[config.mk]
export PLATFORM = sky130hd
export DESIGN_NAME = logic_unit
export DESIGN_NICKNAME = d
export VERILOG_FILES = /design/src/rtl/logic_unit.sv
export SDC_FILE = /design/constraint.sdc
export NUM_CORES = 1
export LEC_CHECK = 0
export CORE_AREA = 2 2 92 94
export CTS_CLUSTER_SIZE = 10
export DETAILED_ROUTE_END_ITERATION = 12
export DIE_AREA = 0 0 94 96
export GPL_TIMING_DRIVEN = 0
export PLACE_DENSITY = 0.63
export SLEW_MARGIN = 20
export SYNTH_ARGS = -nofsm -noshare
export SYNTH_HDL_FRONTEND = slang
export SYNTH_SLANG_ARGS = --single-unit
[constraint.sdc]
create_clock -name iClk -period 5.7 [get_ports iClk]
set_clock_uncertainty 0.1 [all_clocks]
set_input_delay 0.855 -clock iClk [delete_from_list [all_inputs] [get_ports iClk]]
set_output_delay 0.855 -clock iClk [all_outputs]
set_load 0.05 [all_outputs]
[src/rtl/logic_unit.sv]
// Registered WIDTH-bit logic unit: one of eight bitwise functions per beat, with an
// optional accumulate mode that folds a multi-beat packet into one valid/ready result.
//
//   state | meaning
//   ------+---------------------------------------------------------------
//   IDLE  | no result pending, no packet in progress
//   ACC   | accumulate packet in progress; acc_q holds the running fold
//   HOLD  | result on oY/oZero/oParity/oBeats, oValid high until iReady
module logic_unit #(
    parameter int WIDTH = 8
) (
    input  logic             iClk,
    input  logic             iRsn,
    input  logic             iValid,
    output logic             oReady,
    input  logic [2:0]       iOp,
    input  logic             iAcc,
    input  logic             iLast,
    input  logic [WIDTH-1:0] iA,
    input  logic [WIDTH-1:0] iB,
    output logic             oValid,
    input  logic             iReady,
    output logic [WIDTH-1:0] oY,
    output logic             oZero,
    output logic             oParity,
    output logic [7:0]       oBeats
);

    typedef enum logic [1:0] {
        IDLE = 2'd0,
        ACC  = 2'd1,
        HOLD = 2'd2
    } state_t;

    state_t             state_q, state_d;
    logic [WIDTH-1:0]   acc_q, acc_d;
    logic [7:0]         cnt_q, cnt_d;
    logic [WIDTH-1:0]   y_q, y_d;
    logic               zero_q, zero_d;
    logic               parity_q, parity_d;
    logic [7:0]         beats_q, beats_d;
    logic               accept;
    logic [WIDTH-1:0]   beat_res;
    logic [7:0]         cnt_inc;

    function automatic logic [WIDTH-1:0] logic_fn(input logic [2:0] op,
                                                  input logic [WIDTH-1:0] x,
                                                  input logic [WIDTH-1:0] y);
        logic [WIDTH-1:0] r;
        case (op)
            3'd0:    r = x & y;
            3'd1:    r = x | y;
            3'd2:    r = ~x;
            3'd3:    r = ~(x & y);
            3'd4:    r = ~(x | y);
            3'd5:    r = x ^ y;
            3'd6:    r = ~(x ^ y);
            default: r = x;
        endcase
        return r;
    endfunction

    // Draining the held result frees the register for a new beat in the same cycle.
    assign oReady = (state_q != HOLD) | iReady;
    assign accept = iValid & oReady;
    assign cnt_inc = (cnt_q == 8'hFF) ? 8'hFF : cnt_q + 8'd1;

    // In ACC the running value replaces operand A and iA takes the place of operand B.
    assign beat_res = (state_q == ACC) ? logic_fn(iOp, acc_q, iA)
                                       : logic_fn(iOp, iA, iB);

    always_comb begin
        state_d  = state_q;
        acc_d    = acc_q;
        cnt_d    = cnt_q;
        y_d      = y_q;
        zero_d   = zero_q;
        parity_d = parity_q;
        beats_d  = beats_q;
        case (state_q)
            ACC: begin
                if (accept) begin
                    acc_d = beat_res;
                    cnt_d = cnt_inc;
                    if (iLast) begin
                        y_d      = beat_res;
                        zero_d   = (beat_res == '0);
                        parity_d = ^beat_res;
                        beats_d  = cnt_inc;
                        state_d  = HOLD;
                    end
                end
            end
            default: begin
                if (accept) begin
                    if (!iAcc || iLast) begin
                        y_d      = beat_res;
                        zero_d   = (beat_res == '0);
                        parity_d = ^beat_res;
                        beats_d  = 8'd1;
                        state_d  = HOLD;
                    end else begin
                        acc_d   = beat_res;
                        cnt_d   = 8'd1;
                        state_d = ACC;
                    end
                end else if (state_q == HOLD && iReady) begin
                    state_d = IDLE;
                end
            end
        endcase
    end

    always_ff @(posedge iClk) begin
        if (!iRsn) begin
            state_q  <= IDLE;
            acc_q    <= '0;
            cnt_q    <= 8'd0;
            y_q      <= '0;
            zero_q   <= 1'b0;
            parity_q <= 1'b0;
            beats_q  <= 8'd0;
        end else begin
            state_q  <= state_d;
            acc_q    <= acc_d;
            cnt_q    <= cnt_d;
            y_q      <= y_d;
            zero_q   <= zero_d;
            parity_q <= parity_d;
            beats_q  <= beats_d;
        end
    end

    assign oValid  = (state_q == HOLD);
    assign oY      = y_q;
    assign oZero   = zero_q;
    assign oParity = parity_q;
    assign oBeats  = beats_q;

endmodule

**After elaboration in Yosys (flattened, before gate mapping)**

Cells that the tools add are included.

- Bits in registers: 36
- Bits of input ports: 25
- Output and inout port bits: 20
- Word-level logic and storage cells: 86

- Add/sub/neg operators: 1
- Equality and inequality tests: 13
- Mux-type cells: 38
- Bitwise logic cells: 16
- Reduce and logical (&&, ||, !) cells: 11

Operators with widths:

| kind | number |
|---|---|
| 8-bit two-way mux | 20 |
| 8-bit case mux with 7 select lines | 2 |
| 8-bit inverter | 8 |
| 8-bit AND | 2 |
| 8-bit bitwise OR | 2 |
| 8-bit bitwise XOR | 2 |
| 2-bit two-way mux | 6 |
| 1-bit two-way mux | 10 |
| 3-bit == test, second input constant | 3 |
| 8-bit by 1-bit adder with 8-bit output, second input constant | 1 |
| 8-bit == test, second input constant | 1 |
| 8-bit logical NOT | 1 |
| 2-bit != test, second input constant | 4 |
| 8-bit XOR reduction | 1 |
| 3-bit by 2-bit == test with 1-bit output, second input constant | 2 |
| 3-bit AND reduction | 2 |
| 2-bit nonzero test | 2 |
| 3-bit by 1-bit == test with 1-bit output, second input constant | 1 |
| 3-bit logical NOT | 1 |
| 2-bit by 1-bit == test with 1-bit output, second input constant | 1 |
| 2-bit == test, second input constant | 1 |
| 2-bit AND reduction | 1 |
| 1-bit AND | 1 |
| 1-bit logical AND | 1 |
| 3 further kinds | 3 |

**Depth between registers and ports, before layout**

Gate-level depths: netlist (run 1).

- Depth in word-level cells: 8
- Depth in mapped cells: 12
- Gate-level depth less buffers: 11

**Worst setup path after synthesis (run 1)**

Ideal clock, no wire load.

- Path type: in2reg
- Start: in iOp[1]
- End: reg parity_q (netlist: oParity)
- Arrival: 2.670 ns
- Slack: 2.843 ns
- Stages on the path: 11
- Buffers on the path: 2
- Cell sequence: buf_6 > buf_4 > a21oi_1 > nor2_1 > a311oi_1 > nor3_2 > o31a_1 > ha_1 > xnor2_1 > xnor2_1 > a211oi_1

- Longest elaborated chain between the ends: 7

Ends and longest elaborated chain:

| element | RTL line | RTL |
|---|---|---|
| start, declared | 16 | `input logic [2:0] iOp,` |
| 3-bit == test (tied with other cells) | 50 | `case (op)` |
| 8-bit case mux with 7 select lines | 50 |  |
| 8-bit two-way mux * | 69 | `assign beat_res = (state_q == ACC) ? logic_fn(iOp, acc_q, iA)` |
| 8-bit XOR reduction * | 88, 99 |  |
| 1-bit two-way mux, on equally long branches | 96, 85 |  |
| 1-bit two-way mux, on equally long branches | 95, 82 |  |
| 1-bit two-way mux * | 80 | `case (state_q)` |
| end signal, assigned | 129 | `parity_q <= parity_d;` |
| end, declared | 40 | `logic parity_q, parity_d;` |

Every way passes the cells marked *; elsewhere a longest branch is shown, timed or not. The select of a mux whose other input is x is not followed.
A chain may end at the register's enable or synchronous reset.

**Worst setup path after layout (run 1)**

- Start: in iA[6]
- End: reg parity_q (netlist: oParity)

- Longest elaborated chain between the ends: 8

Ends and longest elaborated chain:

| element | RTL line | RTL |
|---|---|---|
| start, declared | 19 | `input logic [WIDTH-1:0] iA,` |
| 8-bit bitwise XOR (tied with other cells) | 56, 57 |  |
| 8-bit inverter, on equally long branches | 57, 54, 55 |  |
| 8-bit case mux with 7 select lines | 50 |  |
| 8-bit two-way mux * | 69 |  |
| 8-bit XOR reduction * | 88, 99 |  |
| 1-bit two-way mux, on equally long branches | 96, 85 |  |
| 1-bit two-way mux, on equally long branches | 95, 82 |  |
| 1-bit two-way mux * | 80 |  |

Marks and branches as above.

==> impl_metrics.toml, run 1 <==
[timing]
fin_crit_sh_pct = 59.5
tns_ns = 0
finalHoldViolCount = 0
max_freq_mhz = 295
relSlewSlack_pct = 64.3
final_max_slew_viol_count = 0
min_period_ns = 3.39
tightest_slew_ns = 0.535
setup_viol = 0
rsz0062_at_grt = "no"

[clock_network]
clk_pin_slew_ns = 0.07
post_cts_resized = 0
clock_path_buffers = 2
cts_buffers = 5
insertion_delay_ns = 0.29
clock-sinks = 36
clock-root-buffer = "clkbuf_8"
postCtsSetupRepairBufs = 0
postCtsHoldBufs = 0
htree_num_levels = 2
cts_tree = "done"

[setup_path]
cp.required_ns = 5.80
cp.arrival_ns = 3.50
end_kind = "flop"
path_class = "in -> reg"
critPathMaxStageDelay_ns = 0.60
crit_family = "compound AO/OA/AOI/OAI gates"
worst_path_max_delay_cell = "clkdlybuf4s50_1"
crit_fanout = 5
start_kind = "input port"
crit_chain = "clkdlybuf4s50_1 > inv_1 > ha_1 > o221a_2 > o221ai_1 > nand2_1 > o31a_1 > ha_1 > xnor2_1 > xnor2_1 > a211oi_1"
crit_buf_inv = 2

[detailed_routing]
wire_per_inst_um = 15.7
first_pass_iters = 4
drc_errors = 0
wl_mm = 9.48
ant_nets = 0
drt-initial-drc-count = 143
vias_per_cell = 5.61
vias = 3402

[pwr]
clock_power_share_pct = 24.5
combPwrFrac_pct = 40.1
p_seq_share_pct = 35.4
p_int_uw = 499
leakagePower_nw = 1.72
ir_worst_vdd_mv = 0.211
p_sw_uw = 287
power.density_nw_per_um2 = 187
switching_share_pct = 36.5
p_total_uw = 786

[global_routing]
grt_pass1_wl_mm = 15.9
grt_max_degree = 11
grt_pass1_vias = 3291
antenna_found_initial = 0
grt-ovfl-total = 0
grt_usage_pct = 21.8

[logic_synthesis]
synthesis.nets = 513
ys_ff_latch = 36
ys.flop_type = "dfxtp_1"
yosysSeqAreaShare_pct = 20.3
async_flop_share_pct = 0
synth_edf_count = 0
syn_inst = 451
synth_cell_types = 63
synth_area_sq_um = 3550
avgSynthCellArea_sq_um = 7.88
ys_warn_count = 0

[floorplanning]
core-area_sq_um = 8050
start_util_pct = 44.1
die_area_sq_um = 9020
die_x_um = 94
rows = 33
chipHeight_um = 96
io_pins = 45

[job]
drv_cap = 0

[outcome]
status = "complete, no violations"

[cells_and_area]
fin_cells = 606
drive_gt1_share_pct = 13.0
register_area_sq_um = 721
diodes = 0
nFillCells = 802
syn_to_final_growth_pct = 18.1
layout.nets = 562
multi_input_area_sq_um = 2480
layout_commonest_cell = "nand2_1"
final_cell_mix = "nand2_1 (45), clkdlybuf4s50_1 (42), ha_1 (37), dfxtp_1 (36), nor2_1 (34)"
post-route-util_pct = 52.1

[min_path]
hp-class = "reg -> reg"

[placement]
gp_congestion = 0.854
dp.cells = 598
dp_hpwl_mm = 7.18
port-buffer-count = 42
[path summary, 6_finish.rpt]
kind                                 start         to  slack (ns)  depth (start not counted)
worst max-delay path                 iA[6]    oParity        2.31                         11
worst min-delay path             oBeats[2]  oBeats[2]        0.36                          1
worst max register to register  state_q[1]    oParity        3.12                         10
worst min register to register   oBeats[2]  oBeats[2]        0.36                          1
[Yosys cell counts, drive strengths merged (4+ instances only)]
cell	n	area share (%)
xnor2	5	1.2
a21oi	31	4.4
a22o	10	2.5
nand3	13	2.0
nor3	9	1.7
dfxtp	36	20
nand3b	5	1.1
a311oi	5	1.6
ha	37	13
nand2b	15	2.7
mux2i	10	2.8
o32a	5	1.4
and4	5	1.3
nand2	45	4.8
mux2	4	1.3
a2bb2oi	4	0.99
o21ai	28	4.3
nor2b	11	1.9
buf	29	5.9
o221ai	7	1.7
a221oi	4	1.5
and3	7	1.2
o221a	4	1.3
o22ai	5	1.6
o211ai	7	1.5
inv	34	3.6
nor2	35	3.8
[kinds of logic (layout without fill, tap and decap cells)]
| logic type | count (synthesis) | in the layout | synth area share (%) |
|---|---|---|---|
| and+or+nand+nor | 156 | 156 | 22.7 |
| AOI/OAI and AO/OA | 135 | 135 | 28.7 |
| xor gates and xnor gates | 5 | 5 | 1.23 |
| muxes | 14 | 14 | 4.08 |
| buffers and inverters | 68 | 118 | 10.0 |
| adders and majority gates | 37 | 37 | 13.0 |
| DFF | 36 | 36 | 20.3 |
[routing by layer]
metal | up-vias | wire length (um) | track usage (%)
li1 | 1739 | - | -
met1 | 1560 | 4470 | 28.3
met2 | 89 | 4410 | 38.3
met3 | 14 | 463 | 2.19
met4 | 0 | 136 | 6.52
met5 | - | 0 | 0
[registers in the layout, summed over array words and instances, names as in the netlist]
signal	flops
acc_q	8
oParity	1
oY	8
oBeats	8
cnt_q	8
state_q	2
oZero	1
[stage by stage]
step           cell area [sq um]  worst slack (ns)  hold WS [ns]
2_1_floorplan               3550              2.84         0.342
3_3_place_gp                4110              2.09         0.339
3_5_place_dp                4110              2.02         0.343
4_1_cts                     4200              2.30         0.366
5_1_grt                     4200              2.12         0.394
6_report                    4200              2.31         0.356
[final cells by class]
type | instances | share of cell area (%)
Sequential cell | 36 | 17.2
Timing Repair Buffer | 42 | 10.0
Inverter | 36 | 3.22
Buffer | 32 | 5.25
Clock buffer | 8 | 2.15
Tap cell | 105 | 3.13
Multi-Input combinational cell | 347 | 59.1
[power groups by stage]
stage / Clock [mW] / Sequential (mW) / Combinational (mW)
after floorplan: 0 / 0.309 / 0.198
after global placement: 0 / 0.284 / 0.308
after detailed placement: 0 / 0.284 / 0.313
after CTS: 0.195 / 0.278 / 0.315
after global routing: 0.201 / 0.281 / 0.346
final: 0.192 / 0.279 / 0.315
[worst register-to-register path, stage by stage (launching register included)]
cell and delay [ns]:
dfxtp_1 0.32, buf_2 0.20, nand2b_1 0.12, buf_1 0.42, o21ai_0 0.21, o22ai_2 0.24
inv_1 0.08, ha_1 0.31, xnor2_1 0.20, xnor2_1 0.10, a211oi_1 0.21
Note: power is estimated with default switching activity, not from simulation.
==> run 2: changes to the inputs <==
clock period = 3.3 ns   (was 5.7 ns; I/O delays follow)
==> results of run 2 <==
The final DEF is identical to that of run 1. Status: complete, no violations.
Main changes from that run: setup slack after placement 2.02 ns -> -0.0179 ns; setup slack after layout 2.31 ns -> 0.267 ns; register-to-register setup slack 3.12 ns -> 0.72 ns; total power 0.786 mW -> 1.36 mW; worst IR drop on VDD 0.211 mV -> 0.364 mV
==> run 3: changes to the inputs <==
CORE_AREA = 2 2 84 86   (was 2 2 92 94)
DIE_AREA = 0 0 86 88   (was 0 0 94 96)
PLACE_DENSITY = 0.74   (was 0.63)
==> impl_metrics.toml, run 3 (synthesized netlist as in run 1, its figures left out) <==
[outcome]
status = "complete, no violations"

[timing]
relSlewSlack_pct = 62.3
max_freq_mhz = 335
finalHoldViolCount = 0
final_max_slew_viol_count = 0
min_period_ns = 2.98
tightest_slew_ns = 0.565
rsz0062_at_grt = "no"
fin_crit_sh_pct = 90.3
setup_viol = 0
worst_slack_ns = 0.319
tns_ns = 0

[setup_path]
path_class = "in -> reg"
cp.required_ns = 3.40
crit_fanout = 5
start_kind = "input port"
end_kind = "flop"
cp.arrival_ns = 3.08

[cells_and_area]
register_area_sq_um = 721
nFillCells = 612
diodes = 0
syn_to_final_growth_pct = 17.8
final_cell_mix = "nand2_1 (45), clkdlybuf4s50_1 (42), ha_1 (37), dfxtp_1 (36), nor2_1 (34)"
drive_gt1_share_pct = 13.4
layout.nets = 562
layout_commonest_cell = "nand2_1"
multi_input_area_sq_um = 2480

[global_routing]
grt_pass1_wl_mm = 15.0
grt_pass1_vias = 3227
grt-ovfl-total = 0
grt_usage_pct = 24.5
grt_max_degree = 13
antenna_found_initial = 0

[detailed_routing]
wire_per_inst_um = 15.9
drc_errors = 0
wl_mm = 9.24
drt-initial-drc-count = 167
ant_nets = 0
vias = 3463
vias_per_cell = 5.96
first_pass_iters = 5

[placement]
port-buffer-count = 42
dp_hpwl_mm = 6.83
post-place-ws_ns = 0.0261
gp_congestion = 0.867

[clock_network]
clock-sinks = 36
insertion_delay_ns = 0.30
postCtsSetupRepairBufs = 0
post_cts_resized = 0
cts_tree = "done"
clock-root-buffer = "clkbuf_8"
htree_num_levels = 2
clock_path_buffers = 2
cts_buffers = 5
postCtsHoldBufs = 0
clk_pin_slew_ns = 0.07

[min_path]
hp-class = "reg -> reg"

[floorplanning]
die_x_um = 86
io_pins = 45
core-area_sq_um = 6640
start_util_pct = 53.5
die_area_sq_um = 7570
chipHeight_um = 88
rows = 30

[pwr]
ir_worst_vdd_mv = 0.360
leakagePower_nw = 1.73
power.density_nw_per_um2 = 338

[job]
drv_cap = 0
## run 3: cell count changes in the layout (fill, tap and decap cells not counted), sizes merged
| cell | change |
|---|---|
| clkbuf | -3 |
| bufinv | +1 |
| clkinv | +1 |
| clkinvlp | +1 |
## run 3: worst max-delay path: stages
cell,delay [ns]
clkdlybuf4s50_1,0.59
inv_1,0.11
ha_1,0.32
o221a_2,0.27
o221ai_1,0.27
nand2_1,0.09
o31a_1,0.14
ha_1,0.29
xnor2_1,0.19
xnor2_1,0.09
a211oi_1,0.22
## run 3: layer usage
metal  up-vias  part of all wire [%]  track usage [%]
li1       1732                     -                -
met1      1605                    43             30.4
met2       116                    49             43.9
met3        10                   6.4             2.83
met4         0                   1.3             8.23
met5         -                     0                0
## run 3: cell type report
cell class	instances	area share, %
Sequential cell	36	17.2
Tap cell	80	2.39
Inverter	36	3.23
Multi-Input combinational cell	347	59.2
Clock buffer	5	1.64
Clock inverter	3	1.02
Timing Repair Buffer	42	10.0
Buffer	32	5.26
## run 3: worst paths after layout
kind | from | depth (start not counted) | slack, ns | end
worst max-delay path | iA[7] | 11 | 0.32 | oParity
worst min-delay path | oBeats[2] | 1 | 0.35 | oBeats[2]
worst max register to register | state_q[1] | 10 | 0.71 | oParity
worst min register to register | oBeats[2] | 1 | 0.35 | oBeats[2]
## run 3: power by group
| part | switching, mW | total, mW | internal, mW |
|---|---|---|---|
| Combinational | 0.309 | 0.541 | 0.232 |
| Clock | 0.168 | 0.392 | 0.224 |
| Sequential | 0.0209 | 0.480 | 0.459 |
| Total | 0.498 | 1.41 | 0.915 |
## run 3: metrics by stage
step           instance area [sq um]  hold WS [ns]  power, mW  instances  utilization, %
4_1_cts                         4190         0.356       1.42        581            63.0
2_1_floorplan                   3550         0.342      0.876        451               -
3_3_place_gp                    4070         0.339       1.02        573            61.3
5_1_grt                         4190         0.384       1.49        581            63.0
3_5_place_dp                    4070         0.342       1.03        573            61.3
6_report                        4190         0.353       1.41        581            63.0
